`config.mk`:
```
export PLATFORM = sky130hd
export DESIGN_NAME = ram_arbiter
export DESIGN_NICKNAME = d
export VERILOG_FILES = /design/src/rtl/ram_arbiter_pkg.sv /design/src/rtl/ram_arb_mux.sv /design/src/rtl/ram_arbiter.sv
export SDC_FILE = /design/constraint.sdc
export NUM_CORES = 1
export LEC_CHECK = 0
export BUFFER_PORTS_ARGS = -buffer_cell sky130_fd_sc_hd__buf_2
export CORE_AREA = 2 2 118 120
export CTS_CLUSTER_DIAMETER = 40
export DETAILED_ROUTE_END_ITERATION = 12
export DIE_AREA = 0 0 120 122
export PLACE_DENSITY = 0.53
export SLEW_MARGIN = 20
export SYNTH_ARGS = -nofsm -noshare
export SYNTH_HDL_FRONTEND = slang
export SYNTH_SLANG_ARGS = --single-unit
```
`constraint.sdc`:
```
create_clock -name clk -period 2.2 [get_ports clk]
set_input_delay 0.33 -clock clk [delete_from_list [all_inputs] [get_ports clk]]
set_output_delay 0.33 -clock clk [all_outputs]
set_load 0.1 [all_outputs]
```
`src/rtl/ram_arbiter_pkg.sv`:
```
// Shared types for the CPU/DMA RAM arbiter: FSM state encoding and grant owner.
package ram_arbiter_pkg;

    typedef enum logic [1:0] {
        ST_ARB      = 2'd0,
        ST_DMA_LOCK = 2'd1,
        ST_CPU_SLOT = 2'd2
    } arb_state_e;

    typedef enum logic {
        OWN_CPU = 1'b0,
        OWN_DMA = 1'b1
    } owner_e;

    localparam int BURST_CNT_W = 8;

endpackage

```
`src/rtl/ram_arb_mux.sv`:
```
// Owner-selected routing of request fields onto the RAM port and read data back
// to the granted requester only.
module ram_arb_mux
    import ram_arbiter_pkg::*;
#(
    parameter int         ADDR_W      = 32,
    parameter int         DATA_W      = 32,
    parameter logic [2:0] DMA_RW_TYPE = 3'b010
) (
    input  logic              gnt_valid,
    input  owner_e            owner,
    input  logic              cpu_R_en,
    input  logic              cpu_W_en,
    input  logic [2:0]        cpu_RW_type,
    input  logic [ADDR_W-1:0] cpu_addr,
    input  logic [DATA_W-1:0] cpu_din,
    input  logic              dma_we,
    input  logic [ADDR_W-1:0] dma_addr,
    input  logic [DATA_W-1:0] dma_din,
    input  logic [DATA_W-1:0] mem_dout,
    output logic              mem_R_en,
    output logic              mem_W_en,
    output logic [2:0]        mem_RW_type,
    output logic [ADDR_W-1:0] mem_addr,
    output logic [DATA_W-1:0] mem_din,
    output logic [DATA_W-1:0] cpu_dout,
    output logic [DATA_W-1:0] dma_dout
);

    logic cpu_sel;
    logic dma_sel;

    assign cpu_sel = gnt_valid && (owner == OWN_CPU);
    assign dma_sel = gnt_valid && (owner == OWN_DMA);

    always_comb begin
        mem_R_en    = 1'b0;
        mem_W_en    = 1'b0;
        mem_RW_type = '0;
        mem_addr    = '0;
        mem_din     = '0;
        if (cpu_sel) begin
            // Both enables together means a store.
            mem_W_en    = cpu_W_en;
            mem_R_en    = cpu_R_en && !cpu_W_en;
            mem_RW_type = cpu_RW_type;
            mem_addr    = cpu_addr;
            mem_din     = cpu_din;
        end else if (dma_sel) begin
            mem_W_en    = dma_we;
            mem_R_en    = !dma_we;
            mem_RW_type = DMA_RW_TYPE;
            mem_addr    = dma_addr;
            mem_din     = dma_din;
        end
    end

    assign cpu_dout = cpu_sel ? mem_dout : '0;
    assign dma_dout = dma_sel ? mem_dout : '0;

endmodule

```
`src/rtl/ram_arbiter.sv`:
```
// Single-port RAM arbiter between a CPU MEM stage and a DMA engine with locked
// bursts bounded by BURST_MAX. Optional stall statistics under RAM_ARB_STATS_EN.
module ram_arbiter
    import ram_arbiter_pkg::*;
#(
    parameter int         ADDR_W      = 32,
    parameter int         DATA_W      = 32,
    parameter int         BURST_MAX   = 8,
    parameter logic [2:0] DMA_RW_TYPE = 3'b010
) (
    input  logic              clk,
    input  logic              rst_n,
    input  logic              cpu_R_en,
    input  logic              cpu_W_en,
    input  logic [2:0]        cpu_RW_type,
    input  logic [ADDR_W-1:0] cpu_addr,
    input  logic [DATA_W-1:0] cpu_din,
    output logic [DATA_W-1:0] cpu_dout,
    output logic              cpu_stall,
    input  logic              dma_req,
    input  logic              dma_we,
    input  logic              dma_lock,
    input  logic [ADDR_W-1:0] dma_addr,
    input  logic [DATA_W-1:0] dma_din,
    output logic              dma_gnt,
    output logic [DATA_W-1:0] dma_dout,
    output logic              mem_R_en,
    output logic              mem_W_en,
    output logic [2:0]        mem_RW_type,
    output logic [ADDR_W-1:0] mem_addr,
    output logic [DATA_W-1:0] mem_din,
    input  logic [DATA_W-1:0] mem_dout,
    output logic              stat_conflict
`ifdef RAM_ARB_STATS_EN
    ,
    output logic [15:0]       stat_stall_cnt
`endif
);

    localparam logic [BURST_CNT_W-1:0] BURST_MAX_C = BURST_MAX[BURST_CNT_W-1:0];

    arb_state_e             state_reg, state_next;
    owner_e                 last_grant_reg, last_grant_next;
    logic [BURST_CNT_W-1:0] burst_cnt_reg, burst_cnt_next;
    logic [BURST_CNT_W-1:0] burst_inc;
    logic                   cpu_req;
    logic                   cpu_granted;
    logic                   dma_granted;

    assign cpu_req   = cpu_R_en | cpu_W_en;
    assign burst_inc = burst_cnt_reg + 1'b1;

    // Grants are forced off while reset is held so no access leaks out mid-reset.
    always_comb begin
        cpu_granted     = 1'b0;
        dma_granted     = 1'b0;
        state_next      = state_reg;
        last_grant_next = last_grant_reg;
        burst_cnt_next  = burst_cnt_reg;
        if (rst_n) begin
            unique case (state_reg)
                ST_ARB: begin
                    if (cpu_req && dma_req) begin
                        cpu_granted = (last_grant_reg == OWN_DMA);
                        dma_granted = (last_grant_reg == OWN_CPU);
                    end else begin
                        cpu_granted = cpu_req;
                        dma_granted = dma_req;
                    end
                    burst_cnt_next = '0;
                    if (dma_granted && dma_lock) begin
                        state_next     = ST_DMA_LOCK;
                        burst_cnt_next = 1;
                    end
                end
                ST_DMA_LOCK: begin
                    if (dma_req) begin
                        dma_granted    = 1'b1;
                        burst_cnt_next = burst_inc;
                        if (!dma_lock) begin
                            state_next     = ST_ARB;
                            burst_cnt_next = '0;
                        end else if (burst_inc == BURST_MAX_C) begin
                            state_next     = cpu_req ? ST_CPU_SLOT : ST_ARB;
                            burst_cnt_next = '0;
                        end
                    end else begin
                        // DMA dropped out of its burst; the slot is not wasted.
                        cpu_granted    = cpu_req;
                        state_next     = ST_ARB;
                        burst_cnt_next = '0;
                    end
                end
                ST_CPU_SLOT: begin
                    cpu_granted = cpu_req;
                    dma_granted = !cpu_req && dma_req;
                    state_next  = ST_ARB;
                end
                default: state_next = ST_ARB;
            endcase
            if (cpu_granted) begin
                last_grant_next = OWN_CPU;
            end else if (dma_granted) begin
                last_grant_next = OWN_DMA;
            end
        end
    end

    always_ff @(posedge clk or negedge rst_n) begin
        if (!rst_n) begin
            state_reg      <= ST_ARB;
            last_grant_reg <= OWN_DMA;
            burst_cnt_reg  <= '0;
        end else begin
            state_reg      <= state_next;
            last_grant_reg <= last_grant_next;
            burst_cnt_reg  <= burst_cnt_next;
        end
    end

    assign cpu_stall     = rst_n && cpu_req && !cpu_granted;
    assign dma_gnt       = dma_granted;
    assign stat_conflict = rst_n && cpu_req && dma_req;

    ram_arb_mux #(
        .ADDR_W      (ADDR_W),
        .DATA_W      (DATA_W),
        .DMA_RW_TYPE (DMA_RW_TYPE)
    ) u_mux (
        .gnt_valid   (cpu_granted | dma_granted),
        .owner       (dma_granted ? OWN_DMA : OWN_CPU),
        .cpu_R_en    (cpu_R_en),
        .cpu_W_en    (cpu_W_en),
        .cpu_RW_type (cpu_RW_type),
        .cpu_addr    (cpu_addr),
        .cpu_din     (cpu_din),
        .dma_we      (dma_we),
        .dma_addr    (dma_addr),
        .dma_din     (dma_din),
        .mem_dout    (mem_dout),
        .mem_R_en    (mem_R_en),
        .mem_W_en    (mem_W_en),
        .mem_RW_type (mem_RW_type),
        .mem_addr    (mem_addr),
        .mem_din     (mem_din),
        .cpu_dout    (cpu_dout),
        .dma_dout    (dma_dout)
    );

`ifdef RAM_ARB_STATS_EN
    logic [15:0] stall_cnt_reg;

    always_ff @(posedge clk or negedge rst_n) begin
        if (!rst_n) begin
            stall_cnt_reg <= '0;
        end else if (cpu_stall && (stall_cnt_reg != 16'hFFFF)) begin
            stall_cnt_reg <= stall_cnt_reg + 16'd1;
        end
    end

    assign stat_stall_cnt = stall_cnt_reg;
`endif

endmodule

```
Word-level counts from Yosys, hierarchy flattened --
Cells that the tools add are included.
Word-level totals: RAM bits 0, register bits 11, output and inout bits 136, memories kept 0, bits in latches 0, logic and storage cells 70, ROM bits 0
Cells by class: reductions and logical operators 19, $add $sub $neg 1, $mul 0, shifts and indexed selects 0, bitwise operators 4, multiplexer cells 38, order comparisons 0, equal/unequal tests 5, div/mod/pow operators 0
Operators with widths (count):
- two-way mux 32 bit | 6
- two-way mux 8 bit | 3
- two-way mux 1 bit | 18
- one-hot mux 8 bit (2 select lines) | 1
- two-way mux 2 bit | 6
- logical AND 1 bit | 9
- adder 8 x 1 -> 8 bit (second input constant) | 1
- == test 8 x 4 -> 1 bit (second input constant) | 1
- one-hot mux 1 bit (3 select lines) | 2
- logical NOT 1 bit | 4
- != test 4 bit (second input constant) | 1
- one-hot mux 2 bit (2 select lines) | 1
- AND reduction 2 bit | 2
- nonzero test 2 bit | 2
- two-way mux 3 bit | 1
- AND reduction 3 bit | 1
- == test 2 x 1 -> 1 bit (second input constant) | 1
- == test 2 bit (second input constant) | 1
- logical NOT 2 bit | 1
- != test 2 bit (second input constant) | 1
- inverter 1 bit | 2
- bitwise OR 1 bit | 2

Depth between registers and ports, before layout --
Gate-level depths: netlist of the first run.
word-level depth 12, gate-level depth with buffers 7, depth with buffers taken out 6

By module --
From an unflattened synthesis of the first run, not the netlist that was laid out.
Second synthesis, totals: cell total of the unflattened synthesis 311, area, all modules 2479.9 µm²
By module, submodules not included:
- ram_arb_mux | cells an instance 226, seq. area each 0.0 µm², times used 1, area each 1770.4 µm²
- ram_arbiter | cells an instance 85, seq. area each 276.5 µm², times used 1, area each 709.4 µm²

Worst setup path before layout of the first run --
No wires, ideal clock.
path kind register -> output, start point reg state_reg[0], end point out mem_R_en, data required time 1.870 ns, setup slack -1.337 ns, arrival 3.207 ns, stages on the path, launching flop included 7, cell sequence dfrtp_1 -> nor3_1 -> o211a_1 -> buf_2 -> buf_2 -> inv_1 -> o21ai_0
Between the ends: word-level cells in the longest chain between the ends 8, elaborated cells on any way between the ends 16, classes of those cells eq/ne (2); mux (9); bitwise (2); reduce/logical (3)
RTL lines:
- start, declared | RTL line ram_arbiter.sv:42 | arb_state_e state_reg, state_next;
- start signal, assigned | RTL line ram_arbiter.sv:115 | state_reg <= state_next;
- == test 2 bit, or another cell as far along | RTL line ram_arbiter.sv:61 | unique case (state_reg)
- one-hot mux 1 bit (3 select lines) | RTL line ram_arbiter.sv:61
- two-way mux 1 bit (2 in a row) | RTL line ram_arbiter.sv:60 | if (rst_n) begin
- bitwise OR 1 bit or two-way mux 1 bit (tied branches) | RTL line ram_arbiter.sv:130, ram_arbiter.sv:131
- logical AND 1 bit or inverter 1 bit (tied branches) | RTL line ram_arb_mux.sv:34, ram_arb_mux.sv:33
- two-way mux 1 bit or logical AND 1 bit (tied branches) | RTL line ram_arb_mux.sv:49, ram_arb_mux.sv:33
- two-way mux 1 bit * | RTL line ram_arb_mux.sv:42 | if (cpu_sel) begin
- end, declared | RTL line ram_arbiter.sv:27 | output logic mem_R_en,
Every way passes the cells marked *; elsewhere a longest branch is shown, timed or not. The select of a mux whose other input is x is not followed.

Worst setup path after layout of the first run --
start point reg last_grant_reg, end point out mem_din[14]
Between the ends: word-level cells in the longest chain between the ends 11, elaborated cells on any way between the ends 18, classes of those cells mux (13); bitwise (3); reduce/logical (2)
RTL lines:
- start, declared | RTL line ram_arbiter.sv:43 | owner_e last_grant_reg, last_grant_next;
- start signal, assigned | RTL line ram_arbiter.sv:116 | last_grant_reg <= last_grant_next;
- inverter 1 bit | RTL line ram_arbiter.sv:65 | dma_granted = (last_grant_reg == OWN_CPU);
- two-way mux 1 bit | RTL line ram_arbiter.sv:63 | if (cpu_req && dma_req) begin
- two-way mux 1 bit | RTL line ram_arbiter.sv:61
- two-way mux 1 bit | RTL line ram_arbiter.sv:60
- one-hot mux 1 bit (3 select lines) | RTL line ram_arbiter.sv:61
- two-way mux 1 bit (2 in a row) | RTL line ram_arbiter.sv:60
- bitwise OR 1 bit or two-way mux 1 bit (tied branches) | RTL line ram_arbiter.sv:130, ram_arbiter.sv:131
- logical AND 1 bit or inverter 1 bit (tied branches) | RTL line ram_arb_mux.sv:34, ram_arb_mux.sv:33
- two-way mux 32 bit or logical AND 1 bit (tied branches) | RTL line ram_arb_mux.sv:49, ram_arb_mux.sv:33
- two-way mux 32 bit * | RTL line ram_arb_mux.sv:42
- end, declared | RTL line ram_arbiter.sv:31 | output logic [DATA_W-1:0] mem_din,
Marked as above.

==> results of run 1 <==
logic make-up after synthesis:
logic type,count (synthesis),share of synthesized area
AO/OA/AOI/OAI,95,0.421
XOR/XNOR,2,0.00935
adder cells (fa/ha/maj),1,0.00668
buffers and inverters,30,0.0822
flip-flops,11,0.148
multiplexers,1,0.00601
AND/OR/NAND/NOR,105,0.327
repair_timing:
action,in CTS,in global routing
resized for setup,27,54
buffers inserted,5,2
hold buffers,0,0
setup endpoints to repair,56,113
pin swaps,4,34
cloned,3,8
path summary, 6_finish.rpt:
path / to / from / slack [ps] / depth (start not counted)
max: mem_din[14] / last_grant_reg / -70 / 6
min: last_grant_reg / rst_n / 70 / 1
max reg2reg: burst_cnt_reg[3] / burst_cnt_reg[0] / 350 / 6
min reg2reg: last_grant_reg / last_grant_reg / 530 / 2
max in group asynchronous: burst_cnt_reg[3] / rst_n / 1920 / 2
min in group clk: state_reg[0] / dma_lock / 470 / 4
power groups by stage:
stage	logic (mW)	registers (mW)	clock network [mW]
after global placement	4.10	0.260	0
after CTS	4.27	0.257	0.341
final	4.55	0.262	0.334
after detailed placement	4.11	0.260	0
after floorplan	2.54	0.253	0
after global routing	4.67	0.265	0.350
worst reg2reg max path, cell delays in order, from the launching register on:
cell,delay (ps)
dfrtp_1,440
ha_1,240
or3_1,390
a211oi_2,240
o2111ai_2,180
nand2_1,140
o31ai_2,90
routing by layer:
layer	vias up	GRT usage
li1	1543	-
met1	1534	0.235
met2	168	0.262
met3	12	0.0632
met4	0	0.0206
met5	-	0
cell type report:
class | count | area [um2] | share of cell area
multi-input cells | 204 | 2040 | 0.306
diodes | 5 | 12.5 | 0.00188
repair buffers | 330 | 4030 | 0.603
inverters | 4 | 15.0 | 0.00225
flip-flops and latches | 11 | 277 | 0.0414
well taps | 180 | 225 | 0.0338
clock buffers | 4 | 78.8 | 0.0118
layout by cell type (no fill, tap or decap), types with 2 or more instances in the layout:
| cell type | n |
|---|---|
| clkbuf_16 | 10 |
| buf_2 | 170 |
| buf_6 | 3 |
| and2_2 | 29 |
| and2_1 | 12 |
| diode_2 | 5 |
| nor3_1 | 2 |
| nand2_1 | 7 |
| dfrtp_1 | 10 |
| inv_1 | 3 |
| and2_4 | 25 |
| nand4_1 | 2 |
| nand3_1 | 6 |
| a22o_2 | 12 |
| buf_4 | 5 |
| buf_16 | 4 |
| nor2_1 | 10 |
| buf_12 | 140 |
| a21oi_1 | 5 |
| o21ai_0 | 8 |
| a32o_1 | 2 |
| o31ai_1 | 2 |
| a22o_4 | 51 |
| nand2b_1 | 2 |
| a22o_1 | 3 |
metrics by stage:
step                      setup WS [ps]  cell area, um2
after floorplan                   -50.7            2020
after global placement              208            5800
after detailed placement            173            5800
after CTS                         -38.8            6150
after global routing               -122            6660
final                             -71.2            6670
==> reports/qor.csv, run 1 <==
metric,value,unit
vias,3257,
critPathLaunchType,register,
slew_violations,0,
met2_length,7170,um
critPathTopFamily,compound AO/OA/AOI/OAI gates,
synthArstFlopShare,1.00,
worst_slack,-71.2,ps
cp-end-kind,output pin,
crit_path_frequent_cell,buf_12,
avgSynthCellArea,7.65,um2
min_period,2270,ps
cp_slowest_cell,dfstp_2,
cp.required,1870,ps
post-place-cells,712,
clock_path_buffers,2,
crit_chain,a21oi_2 -> o211a_4 -> buf_12 -> clkbuf_16 -> a22o_4 -> buf_12,
cts_buffers,3,
dieArea,14600,um2
wl_met1,6200,um
netlist_instances,245,
cts_sinks,11,
ys_types,38,
skew,4.67,ps
drive_above_1_share,0.843,
hold_violations,0,
synth.largest_area_cell,a22o_1,
die_h,122,um
combPwrFrac,0.884,
max_freq,0.440,GHz
maxCapViolCount,0,
fillers,1208,
die_w,120,um
core_area,13500,um2
initial_core_util,0.139,
cp_num_buf_inv,3,
hp-class,primary input to async pin,
seq_power_share,0.051,
dr_wl_met3,1470,um
setup_viol_count_final,49,
post_drt_wl_per_cell,20.3,um
syn_nets,416,
slew_headroom,0.666,
grt_overflow,0,
drt_iter0_markers,149,
grt_first_pass_wirelength,19100,um
grt_pass1_vias,3201,
portBuffers,305,
critPathMaxStageDelay,560,ps
yosysTopAreaCellShare,0.309,
hold_slack,65.5,ps
leakagePower,3.16,nW
worst_pin_slew,505,ps
cts_root_buf,clkbuf_16,
ioPinCount,306,
rows,43,
route.top_layer_used,met4,
via_per_inst,4.41,
ir_drop,388,uV
largest_reg_flops,8,
drc_errors,0,
yosysSeqAreaShare,0.148,
synth_edf_count,0,
area_delta_synth_final,256,%
setup_tns,-1640,ps
antenna_found_initial,5,
dr.pass1.iters,4,
grt_util_all_layers,0.171,
stdcell_count,738,
place.detailed.hpwl,11100,um
power,5.15,mW
p_int,2.22,mW
clkPwrFrac,0.065,
status,"finished, violations left",
crit_path_max_fanout,8,
fin_crit_sh,1.03,
synthesis.area,1870,um2
switching_share,0.570,
rsz0062_at_grt,yes,
crit_type,register to output pin,
violations,negative setup slack,
tritoncts,built,
ys_ff_latch,11,
yosys-top-cells-area,"a22o_1 (31%), and2_1 (22%), dfrtp_1 (13%), buf_2 (3.5%), o21ai_0 (2.4%)",
p_per_area,771,nW/um2
synth_flop_cell,dfrtp_1,
grt_max_degree,53,
arrival,1940,ps
power.switching,2.93,mW
clkLatencyLatePin,240,ps
ys_warn_count,0,
htree_num_levels,1,
nets,725,
netlist_top_cells_count,"a22o_1 (66), and2_1 (66), buf_2 (13)",
gp_congestion,0.771,
post-route-util,0.494,
path_clk_slew,40,ps
finalWirelength,14900,um
ant_nets,0,
(Power assumes the default switching activity.)
==> inputs of run 2 (changes only) <==
--- a/config.mk
+++ b/config.mk
@@ -11,6 +11,7 @@
 export DETAILED_ROUTE_END_ITERATION = 12
 export DIE_AREA = 0 0 120 122
 export PLACE_DENSITY = 0.53
+export SETUP_SLACK_MARGIN = 0.02
 export SLEW_MARGIN = 20
 export SYNTH_ARGS = -nofsm -noshare
 export SYNTH_HDL_FRONTEND = slang
==> run 2 against run 1 <==
Effect of this change:
- the run still ends with negative setup slack left
- fmax rose by 2.3%
- critical endpoint is now mem_addr[26]
- highest routed layer is now met5
- critical path type unchanged
- clock-buffer cell count shrank 1
- final area is 6.6% lower
- register-to-register slack lost 20 ps
- critical path depth shrank 1
- hold slack improved by 36 ps
==> reports/qor.csv, run 2 (synthesis results as in run 1) <==
metric,value,unit,change
cts_buffers,3,,unchanged
violations,negative setup slack,,
hp-class,primary input to async pin,,
crit_type,register to output pin,,
antenna_found_initial,6,,+1
min_period,2220,ps,-50.5 ps
worst_pin_slew,500,ps,-5.33 ps
regArea,278,um2,+0.45%
drive_above_1_share,0.837,,-0.00602
seq_power_share,0.053,,+0.002
ir_drop,394,uV,+1.5%
grt_max_degree,64,,+21%
via_per_inst,4.36,,-1.3%
multi_input_comb_area,1760,um2,-14%
area_delta_synth_final,233,%,
htree_num_levels,1,,unchanged
maxCapViolCount,0,,unchanged
power.switching,2.83,mW,-3.4%
r2r_start,burst_cnt_reg[0],,
fin_crit_sh,1.01,,-0.0230
cts_root_buf,clkbuf_16,,
clkLatencyLatePin,240,ps,about the same
mostFrequentLayoutCells,"buf_2 (171), buf_12 (139), a22o_2 (51)",,
vias,3202,,-1.7%
portBuffers,305,,unchanged
stdcell_count,735,,-0.41%
stdcell_area,6230,um2,-6.6%
hold_slack,102,ps,+36.3 ps
cts_sinks,11,,unchanged
post_drt_wl_per_cell,19.6,um,-3.4%
setup_tns,-300,ps,+1340 ps
ant_nets,0,,unchanged
status,"finished, violations left",,
power,4.89,mW,-5.0%
drc_errors,0,,unchanged
clkPwrFrac,0.069,,+0.004
leakagePower,2.94,nW,-7.2%
worst_slack,-20.7,ps,+50.5 ps
fillers,1238,,+2.5%
drt_iter0_markers,124,,-17%
rows,43,,unchanged
place_area,5830,um2,+0.56%
rsz0062_at_grt,yes,,
p_per_area,785,nW/um2,+1.8%
finalWirelength,14400,um,-3.8%
grt_overflow,0,,unchanged
initial_core_util,0.139,,unchanged
dieArea,14600,um2,unchanged
arrival,1890,ps,-50 ps
slew_violations,0,,unchanged
nets,723,,-0.28%
clock_path_buffers,2,,unchanged
reg2reg_slack,330,ps,-20 ps
combPwrFrac,0.877,,-0.007
switching_share,0.579,,+0.00955
dr.pass1.iters,4,,unchanged
core_area,13500,um2,unchanged
place.detailed.hpwl,12000,um,+8.2%
skew,4.18,ps,-0.489 ps
path_clk_slew,50,ps,about the same
crit_path_max_fanout,32,,+24
grt_pass1_vias,3110,,-2.8%
cp-end-kind,output pin,,
tritoncts,built,,
largest_reg_flops,8,,unchanged
mostFrequentLayoutCell,buf_2,,
post-place-cells,718,,+0.84%
hold_violations,0,,unchanged
ioPinCount,306,,unchanged
max_freq,0.450,GHz,+2.3%
cp.required,1870,ps,about the same
reg2reg_depth,6,,unchanged
critPathLaunchType,register,,
setup_viol_count_final,21,,-57%
slew_headroom,0.669,,+0.00353
grt_first_pass_wirelength,19500,um,+1.7%
die_w,120,um,unchanged
gp_congestion,0.771,,about the same
grt_util_all_layers,0.179,,+0.00785
die_h,122,um,unchanged
p_int,2.06,mW,-7.1%
r2r_end,burst_cnt_reg[3],,
-- run 2: worst max path at each step --
stage,endpoint,startpoint,cells past startpoint,slack [ps]
CTS,cpu_dout[17],last_grant_reg,7,-60
finish,mem_addr[26],last_grant_reg,5,-20
global placement,mem_RW_type[1],last_grant_reg,8,150
global route,mem_din[11],last_grant_reg,7,-80
detailed placement,mem_din[29],last_grant_reg,7,150
floorplan,mem_R_en,state_reg[0],6,-50
-- run 2: cell type report --
cell class / count / area share
Inverter: 4 / 0.00241
Antenna cell: 4 / 0.00161
Clock inverter: 1 / 0.000803
Timing Repair Buffer: 328 / 0.620
Multi-Input combinational cell: 204 / 0.282
Sequential cell: 11 / 0.0446
Clock buffer: 3 / 0.0121
Tap cell: 180 / 0.0362
-- run 2: per-stage QoR --
step	setup WS [ps]	utilization
6_report	-20.7	0.461
5_1_grt	-81.0	0.461
4_1_cts	-64.5	0.449
3_5_place_dp	153	0.432
3_3_place_gp	153	0.432
2_1_floorplan	-50.7	-
-- run 2: power groups by stage --
stage / logic (mW) / registers, mW / clock network [mW]
after detailed placement: 4.13 / 0.261 / 0
after floorplan: 2.54 / 0.253 / 0
final: 4.29 / 0.261 / 0.339
after CTS: 4.22 / 0.257 / 0.349
after global routing: 4.41 / 0.267 / 0.355
after global placement: 4.12 / 0.259 / 0
-- run 2: timing repair --
| action | CTS | global route |
|---|---|---|
| gates cloned | 1 | 2 |
| gates resized for setup | 18 | 34 |
| buffers inserted | 4 | 1 |
| hold buffers | 1 | 0 |
| endpoints found under the hold margin | 1 | 0 |
| setup endpoints to repair | 87 | 125 |
| pin swaps | 2 | 1 |
-- run 2: layer usage --
| metal | global-route usage | routed length [um] | vias up |
|---|---|---|---|
| met4 | 0.0132 | 40 | 4 |
| met2 | 0.267 | 6520 | 183 |
| met1 | 0.248 | 6210 | 1472 |
| li1 | - | - | 1535 |
| met3 | 0.0768 | 1580 | 8 |
| met5 | 0 | 26 | - |
-- run 2: worst max-delay path, stage by stage, from the launching register on --
cell,delay (ps)
dfstp_2,540
a21oi_1,80
o211a_4,330
buf_16,200
a22o_2,300
buf_12,170
==> inputs of run 3 (changes only) <==
==> constraint.sdc (replaced) <==
create_clock -name clk -period 2.4 [get_ports clk]
set_input_delay 0.36 -clock clk [delete_from_list [all_inputs] [get_ports clk]]
set_output_delay 0.36 -clock clk [all_outputs]
set_load 0.1 [all_outputs]
==> run 3 against run 2 <==
Effect of this change:
- the flow now finishes without violations
- hold slack improved by 14 ps
- global-route usage is 2.2 points higher
- critical path depth increased by 1
- combinational power down 11%
- highest routed layer is now met4
==> reports/qor.csv, run 3 (synthesis results as in run 1) <==
metric,value,unit,change
status,"complete, no violations",,
hp-class,primary input to async pin,,
worst_slack,54.0,ps,+74.7 ps
clkPwrFrac,0.072,,+0.003
clock_path_buffers,2,,unchanged
setup_tns,0,ps,+300 ps
hold_violations,0,,unchanged
setup_viol_count_final,0,,-100%
p_per_area,748,nW/um2,-4.7%
dieArea,14600,um2,unchanged
cts_buffers,3,,unchanged
grt_pass1_vias,3093,,-0.55%
drive_above_1_share,0.690,,-0.147
reg2reg_slack,420,ps,+90 ps
tritoncts,built,,
mostFrequentLayoutCells,"buf_2 (171), buf_12 (137), a22o_1 (58)",,
largest_reg_flops,8,,unchanged
p_int,1.73,mW,-16%
cp-end-kind,output pin,,
max_freq,0.426,GHz,
arrival,1990,ps,+100 ps
portBuffers,305,,unchanged
cts_root_buf,clkbuf_16,,
rows,43,,unchanged
leakagePower,2.73,nW,-7.1%
dr.pass1.iters,4,,unchanged
die_h,122,um,unchanged
ioPinCount,306,,unchanged
power.switching,2.62,mW,-7.5%
maxCapViolCount,0,,unchanged
ir_drop,319,uV,-19%
mostFrequentLayoutCell,buf_2,,
via_per_inst,4.46,,+2.5%
crit_path_max_fanout,19,,-41%
clkLatencyLatePin,240,ps,about the same
die_w,120,um,unchanged
slew_violations,0,,unchanged
post_drt_wl_per_cell,21.6,um,+10%
drc_errors,0,,unchanged
critPathLaunchType,register,,
cts_sinks,11,,unchanged
grt_util_all_layers,0.201,,+0.0218
pre_cts_ws,123,ps,-29.8 ps
min_period,2350,ps,
seq_power_share,0.056,,+0.003
core_area,13500,um2,unchanged
grt_first_pass_wirelength,21300,um,+9.5%
grt_max_degree,57,,-11%
rsz0062_at_grt,yes,,
htree_num_levels,1,,unchanged
crit_type,register to output pin,,
finalWirelength,15600,um,+8.4%
slew_headroom,0.674,,+0.00519
switching_share,0.603,,+0.0235
cp.required,2040,ps,+170 ps
skew,2.60,ps,-1.58 ps
combPwrFrac,0.873,,-0.004
worst_pin_slew,492,ps,-7.84 ps
gp_congestion,0.828,,+7.4%
drt_iter0_markers,335,,+170%
antenna_found_initial,7,,+1
fin_crit_sh,0.977,,
nets,714,,-1.2%
initial_core_util,0.139,,unchanged
path_clk_slew,40,ps,about the same
holdBufCountCts,0,,-1
ant_nets,0,,unchanged
vias,3227,,+0.78%
grt_overflow,0,,unchanged
area_delta_synth_final,210,%,
place.detailed.hpwl,13800,um,+15%
run 3: cell types whose count changed in the layout (fill, tap and decap cells not counted), sizes merged:
cell	before	now
dlygate4sd3	1	0
diode	4	1
buf	326	319
clkbuf	4	3
run 3: worst paths after layout:
path                                  start  cells past startpoint          endpoint
min                                   rst_n                      2  burst_cnt_reg[3]
max reg2reg                burst_cnt_reg[0]                      6  burst_cnt_reg[3]
min in group clk                   dma_lock                      4      state_reg[0]
max in group asynchronous             rst_n                      2    last_grant_reg
min reg2reg                  last_grant_reg                      2    last_grant_reg
max                          last_grant_reg                      6       mem_addr[0]
run 3: layout make-up:
| type | count | area (um2) |
|---|---|---|
| flip-flops and latches | 11 | 278 |
| multi-input cells | 204 | 1520 |
| repair buffers | 319 | 3690 |
| inverters | 4 | 15.0 |
| clock buffers | 3 | 75.1 |
| well taps | 180 | 225 |
| fillers | 1277 | 7690 |
| diodes | 1 | 2.50 |
| clock inverters | 1 | 5.00 |
run 3: power by group through the flow:
stage	logic, mW	clock network, mW	registers (mW)
global placement	3.76	0	0.240
global route	3.89	0.327	0.245
detailed placement	3.76	0	0.240
floorplan	2.28	0	0.232
finish	3.80	0.312	0.243
CTS	3.79	0.322	0.237
run 3: routing by layer:
layer  share of wire  GRT usage  wire length, um
met1            0.50      0.335             7760
met2            0.37      0.236             5700
met3            0.13     0.0758             2090
met4          0.0021     0.0132               33
met5               0          0                0
run 3: timing repair:
| action | in CTS | in global routing |
|---|---|---|
| gates cloned | 0 | 0 |
| pin swaps | 1 | 0 |
| gates resized for setup | 5 | 10 |
| setup endpoints to repair | 24 | 69 |
| setup buffers | 4 | 0 |
run 3: worst max-delay path: stages, from the launching register on:
cell and delay (ps):
dfstp_2 550, a21oi_1 90, o211a_4 290, buf_4 160
buf_12 150, a22o_2 320, buf_12 180
run 3: per-stage QoR:
step | instances | hold slack, ps | power (mW) | util | area (um2)
2_1_floorplan | 245 | 64.4 | 2.51 | - | 1910
3_3_place_gp | 714 | 367 | 4.00 | 0.419 | 5660
3_5_place_dp | 714 | 375 | 4.01 | 0.419 | 5660
4_1_cts | 722 | 117 | 4.35 | 0.428 | 5780
5_1_grt | 722 | 131 | 4.46 | 0.430 | 5810
6_report | 723 | 116 | 4.35 | 0.430 | 5810
